`config.mk`:
```
export PLATFORM = sky130hd
export DESIGN_NAME = pipe_add_n_flat
export DESIGN_NICKNAME = d
export VERILOG_FILES = /design/src/rtl/pipe_add_pkg.sv /design/src/rtl/pipe_add_n_if.sv /design/src/rtl/pipe_add_n_add_chunk.sv /design/src/rtl/pipe_add_n.sv /design/src/flat_wrapper.sv
export SDC_FILE = /design/constraint.sdc
export NUM_CORES = 1
export LEC_CHECK = 0
export ABC_AREA = 1
export ABC_CLOCK_PERIOD_IN_PS = 7800
export CORE_AREA = 5 5 224 161
export CTS_BUF_LIST = sky130_fd_sc_hd__clkbuf_2
export DETAILED_ROUTE_END_ITERATION = 8
export DIE_AREA = 0 0 229 166
export DONT_BUFFER_PORTS = 1
export GPL_TIMING_DRIVEN = 0
export PLACE_DENSITY = 0.37
export SYNTH_ARGS = -nofsm -noshare
export SYNTH_HDL_FRONTEND = slang
export SYNTH_SLANG_ARGS = --single-unit
export TNS_END_PERCENT = 100
```
`constraint.sdc`:
```
create_clock -name clk -period 7.8 [get_ports clk]
set_input_delay 1.17 -clock clk [delete_from_list [all_inputs] [get_ports clk]]
set_output_delay 1.17 -clock clk [all_outputs]
set_load 0.01 [all_outputs]
```
`src/rtl/pipe_add_pkg.sv`:
```
// pipe_add_pkg: shared per-stage control type and stage-count helper for pipe_add_n.
package pipe_add_pkg;
    typedef struct packed {logic v; logic c;} stage_ctl_t;
    function automatic int stages_f(int width, int chunk);
        return width / chunk;
    endfunction
endpackage

```
`src/rtl/pipe_add_n_if.sv`:
```
// pipe_add_n_if: operand and result valid/ready bus; ovf exists only with PIPE_ADD_OVF_EN.
interface pipe_add_n_if #(parameter int WIDTH = 32);
    logic in_valid, in_ready, c_in, out_valid, out_ready, c_out;
    logic [WIDTH-1:0] a, b, s;
`ifdef PIPE_ADD_OVF_EN
    logic ovf;
    modport master (output in_valid, a, b, c_in, out_ready, input in_ready, out_valid, s, c_out, ovf);
    modport slave (input in_valid, a, b, c_in, out_ready, output in_ready, out_valid, s, c_out, ovf);
`else
    modport master (output in_valid, a, b, c_in, out_ready, input in_ready, out_valid, s, c_out);
    modport slave (input in_valid, a, b, c_in, out_ready, output in_ready, out_valid, s, c_out);
`endif
endinterface

```
`src/rtl/pipe_add_n_add_chunk.sv`:
```
// add_chunk: combinational W-bit ripple slice; c_msb is the carry into the top bit.
module add_chunk #(parameter int W = 8) (
    input  logic [W-1:0] a,
    input  logic [W-1:0] b,
    input  logic         ci,
    output logic [W-1:0] s,
    output logic         co,
    output logic         c_msb
);
    logic [W:0] full;
    assign full = {1'b0, a} + {1'b0, b} + {{W{1'b0}}, ci};
    assign s = full[W-1:0];
    assign co = full[W];
    assign c_msb = full[W-1] ^ a[W-1] ^ b[W-1];
endmodule

```
`src/rtl/pipe_add_n.sv`:
```
// pipe_add_n: pipelined WIDTH-bit adder, one CHUNK-bit carry slice per stage, valid/ready both sides.
// Define PIPE_ADD_OVF_EN to add the registered signed-overflow output.
module pipe_add_n
    import pipe_add_pkg::*;
#(
    parameter int WIDTH = 32,
    parameter int CHUNK = 8
) (
    input logic         clk,
    input logic         reset,
    pipe_add_n_if.slave bus
);
    localparam int STAGES = stages_f(WIDTH, CHUNK);
    if (WIDTH % CHUNK != 0 || STAGES < 1) begin : g_bad
        $error("pipe_add_n: WIDTH must be a positive multiple of CHUNK");
    end
    logic adv;
    stage_ctl_t ctl [STAGES];
    logic [CHUNK-1:0] op_a [STAGES], op_b [STAGES], sum [STAGES], aligned [STAGES];
    logic [STAGES-1:0] co, msb;
    assign adv = !bus.out_valid || bus.out_ready;
    assign bus.in_ready = adv;
    for (genvar k = 0; k < STAGES; k++) begin : g_st
        if (k == 0) begin : g_in
            assign op_a[k] = bus.a[CHUNK-1:0];
            assign op_b[k] = bus.b[CHUNK-1:0];
            assign ctl[k] = '{v: bus.in_valid, c: bus.c_in};
        end else begin : g_skew
            // chunk k operands wait k cycles so they meet the carry from stage k-1
            logic [CHUNK-1:0] da [k], db [k];
            stage_ctl_t q;
            always_ff @(posedge clk or posedge reset)
                if (reset) begin
                    da <= '{default: '0};
                    db <= '{default: '0};
                    q <= '0;
                end else if (adv) begin
                    da[0] <= bus.a[k*CHUNK +: CHUNK];
                    db[0] <= bus.b[k*CHUNK +: CHUNK];
                    for (int j = 1; j < k; j++) begin
                        da[j] <= da[j-1];
                        db[j] <= db[j-1];
                    end
                    q <= '{v: ctl[k-1].v, c: co[k-1]};
                end
            assign op_a[k] = da[k-1];
            assign op_b[k] = db[k-1];
            assign ctl[k] = q;
        end
        add_chunk #(.W(CHUNK)) u_add (
            .a(op_a[k]), .b(op_b[k]), .ci(ctl[k].c),
            .s(sum[k]), .co(co[k]), .c_msb(msb[k])
        );
        if (k == STAGES - 1) begin : g_top
            assign aligned[k] = sum[k];
        end else begin : g_deskew
            logic [CHUNK-1:0] d [STAGES-1-k];
            always_ff @(posedge clk or posedge reset)
                if (reset) d <= '{default: '0};
                else if (adv) begin
                    d[0] <= sum[k];
                    for (int j = 1; j < STAGES - 1 - k; j++) d[j] <= d[j-1];
                end
            assign aligned[k] = d[STAGES-2-k];
        end
    end
    // result registers load only when a valid op lands, so bubbles leave s/c_out untouched
    always_ff @(posedge clk or posedge reset)
        if (reset) begin
            bus.out_valid <= 1'b0;
            bus.s <= '0;
            bus.c_out <= 1'b0;
`ifdef PIPE_ADD_OVF_EN
            bus.ovf <= 1'b0;
`endif
        end else if (adv) begin
            bus.out_valid <= ctl[STAGES-1].v;
            if (ctl[STAGES-1].v) begin
                for (int i = 0; i < STAGES; i++) bus.s[i*CHUNK +: CHUNK] <= aligned[i];
                bus.c_out <= co[STAGES-1];
`ifdef PIPE_ADD_OVF_EN
                bus.ovf <= msb[STAGES-1] ^ co[STAGES-1];
`endif
            end
        end
`ifndef PIPE_ADD_OVF_EN
    logic unused_msb;
    assign unused_msb = ^msb;
`endif
endmodule
```
`src/flat_wrapper.sv`:
```
// flat-port wrapper written by rule: the top's interface ports become plain ports
module pipe_add_n_flat import pipe_add_pkg::*;
#(
    parameter int WIDTH = 32,
    parameter int CHUNK = 8
)
  (clk, reset, bus_in_valid, bus_a, bus_b, bus_c_in, bus_out_ready, bus_in_ready, bus_out_valid, bus_s, bus_c_out);
  pipe_add_n_if #(.WIDTH(WIDTH)) bus_i ();
  input logic clk;
  input logic reset;
  input wire logic [$bits(bus_i.in_valid)-1:0] bus_in_valid;
  input wire logic [$bits(bus_i.a)-1:0] bus_a;
  input wire logic [$bits(bus_i.b)-1:0] bus_b;
  input wire logic [$bits(bus_i.c_in)-1:0] bus_c_in;
  input wire logic [$bits(bus_i.out_ready)-1:0] bus_out_ready;
  output wire logic [$bits(bus_i.in_ready)-1:0] bus_in_ready;
  output wire logic [$bits(bus_i.out_valid)-1:0] bus_out_valid;
  output wire logic [$bits(bus_i.s)-1:0] bus_s;
  output wire logic [$bits(bus_i.c_out)-1:0] bus_c_out;
  assign bus_i.in_valid = bus_in_valid;
  assign bus_i.a = bus_a;
  assign bus_i.b = bus_b;
  assign bus_i.c_in = bus_c_in;
  assign bus_i.out_ready = bus_out_ready;
  assign bus_in_ready = bus_i.in_ready;
  assign bus_out_valid = bus_i.out_valid;
  assign bus_s = bus_i.s;
  assign bus_c_out = bus_i.c_out;
  pipe_add_n #(.WIDTH(WIDTH), .CHUNK(CHUNK)) u_core (.clk(clk), .reset(reset), .bus(bus_i));
endmodule
```
==> impl_metrics.ini <==
[run_status]
status = finished clean

[yosys]
ys_top_cells_by_count = nand2_1, dfrtp_1, inv_1
syn_nets = 1079
yosysSeqAreaShare = 0.556
yosys.cell_types.count = 24
ys.flop_type = dfrtp_1
synthCells = 974
synth_async_sr_flop_share = 1.00
synth_edf_count = 0
synthDominantCellAreaShare = 0.556
ys_seq_elements = 184
postSynthAreaPerCell_sq_um = 8.50
synthTopCellsByArea = dfrtp_1, nand2_1, ha_1
ys_warn_count = 0
yosys.area.top_type = dfrtp_1
syn-cell-area_sq_mm = 0.00828
yosysMostFrequentCell = nand2_1

[setup_path]
critPathArrivalTime_ps = 2010
worstPathMaxFanout = 10
worstPathRequired_ps = 6630
worst_setup_path_start_kind = flip-flop
worstSetupEndpointType = output pin
critPathKind = reg2out

[detailed_routing]
drcViolationCount = 0
postRouteAntennaNets = 0
dr.pass1.iters = 7
via_count = 5978
wirelength_um = 23200
vias_per_cell = 4.12
drt-initial-drc-count = 354
routedWlPerCell_um = 16.0

[grt]
grt_max_degree = 107
grt_use_total = 0.124
gr-total-overflow = 0
grt_pass1_vias = 5976
grt_pass1_wl_um = 36800
antenna_found_initial = 1

[clocking]
clock-root-buffer = clkbuf_2
clock_path_buffers = 2
post_cts_resized = 0
cts_tree = done
htreeDepth = 4
clkLatencyLatePin_ps = 770
holdBufCountCts = 0
postCtsSetupBuffers = 0
cts_buffers = 17
cts_sinks = 184
clk_pin_slew_worst_paths_ps = 270

[placement]
port_buffers = 0
gp_congestion = 0.749
dp_hpwl_um = 17100

[timing]
slew_violations = 0
setup_viol = 0
rsz0062_at_grt = false
max_freq_ghz = 0.314
fin_worst_skew_ps = 43.5
holdWs_ps = 249
period_needed_ps = 3180
hold_violations = 0
worst_pin_slew_ps = 711
relSlewSlack = 0.526
fin_setup_tns_ps = 0
post-route-period-util = 0.408

[die]
start_util = 0.244
die_h_um = 166
fp.dieW_um = 229
rows = 57
core_sq_mm = 0.0339
io_pins = 104
die_area_sq_mm = 0.0380

[final_layout]
area_growth_pct = 10.9
drive_above_1_share = 0.0755
layout.nets = 1099

[min_path]
hp-class = in2async

[run]
drv_cap = 0

[power_and_ir_drop]
p_per_area_mw_per_mm2 = 401
p_leak_nw = 4.82
irDropWorstVdd_v = 0.0000945
finalPower_mw = 3.68
-- cells in the final DEF (no fill, tap or decap), types with 2 or more instances in the layout --
cell	netlist	layout
inv_2	2	2
clkinv_1	0	3
nand3b_1	13	13
clkbuf_2	0	18
nor2_1	18	18
o22ai_1	4	4
inv_6	0	3
o21ai_0	45	45
nand3_1	29	29
inv_1	63	62
buf_2	25	25
inv_8	0	3
a21oi_1	19	19
fa_1	8	8
or2_2	3	3
o21ai_1	18	18
ha_1	28	28
diode_2	0	2
dfrtp_1	184	184
buf_4	7	7
nand2_1	494	494
bufinv_16	0	5
clkbuf_1	2	2
buf_6	6	6
-- power breakdown --
group	switching [mW]	leakage [nW]	total [mW]	internal, mW
clock	0.359	0.180	0.609	0.249
sequential	0.327	2.23	1.68	1.35
combinational	0.884	2.41	1.39	0.508
total	1.57	4.82	3.68	2.11
-- worst max-delay path, cell delays in order, from the launching register on --
cell and delay, ps:
dfrtp_1 490, inv_1 120, nor2_4 50, inv_2 60, buf_2 220, buf_2 320
-- metrics by stage --
| step | setup slack (ps) | utilization | std cells | cell area (sq um) |
|---|---|---|---|---|
| after global routing | 4370 | 0.271 | 1451 | 9180 |
| final | 4620 | 0.271 | 1451 | 9180 |
| after CTS | 4480 | 0.271 | 1449 | 9180 |
| after floorplan | 1630 | - | 974 | 8280 |
| after detailed placement | 4800 | 0.262 | 1417 | 8870 |
| after global placement | -1100 | 0.261 | 1416 | 8830 |
-- state kept, by name, summed over array words and instances (netlist names) --
register and count:
u_core.g_st.g_deskew.d 32, u_core.bus.out_valid 1, u_core.bus.s 32, u_core.ctl 6
u_core.bus.c_out 1, u_core.aligned 16, u_core.g_st.g_skew.da 48, u_core.g_st.g_skew.db 48
-- metal layers --
layer  wire (um)  part of all wire  up-vias  track usage
met2        8860              0.38       91        0.163
met4         123            0.0053        0       0.0180
met5           0                 0        -            0
met1       13100              0.57     2803        0.201
met3        1060             0.046        8       0.0378
li1            -                 -     3076            -
-- cell type report --
type	instances	area [sq um]
repair buffers	1	27.5
inverters	65	251
clock inverters	14	219
diodes	2	5.00
plain buffers	40	253
well taps	442	553
multi-input cells	685	3180
fillers	3682	24700
flip-flops and latches	184	4600
clock buffers	18	90.1
-- worst paths after layout --
kind,startpoint,end,slack (ps),cells after the start
min in group clk,bus_b[24],u_core.g_st[3].g_skew.db[16]$_DFFE_PP0N_,450,2
min,reset,u_core.bus.s[30]$_DFFE_PP0P_,250,1
max in group asynchronous,reset,u_core.g_st[1].g_deskew.d[12]$_DFFE_PP0N_,6580,2
min reg2reg,u_core.g_st[3].g_skew.da[21]$_DFFE_PP0N_,u_core.g_st[3].g_skew.da[13]$_DFFE_PP0N_,460,2
max,u_core.bus.out_valid$_DFFE_PP0N_,bus_in_ready,4620,5
max reg2reg,u_core.ctl[4]$_DFFE_PP0N_,u_core.ctl[2]$_DFFE_PP0N_,5650,8
-- cell families after synthesis --
family / after synthesis / share of synthesized area
fa+ha+maj: 36 / 0.0617
simple gates: 560 / 0.267
xor+xnor: 1 / 0.00106
compound gates: 88 / 0.0544
buf+inv: 105 / 0.0600
flops: 184 / 0.556
(Power assumes the default switching activity.)
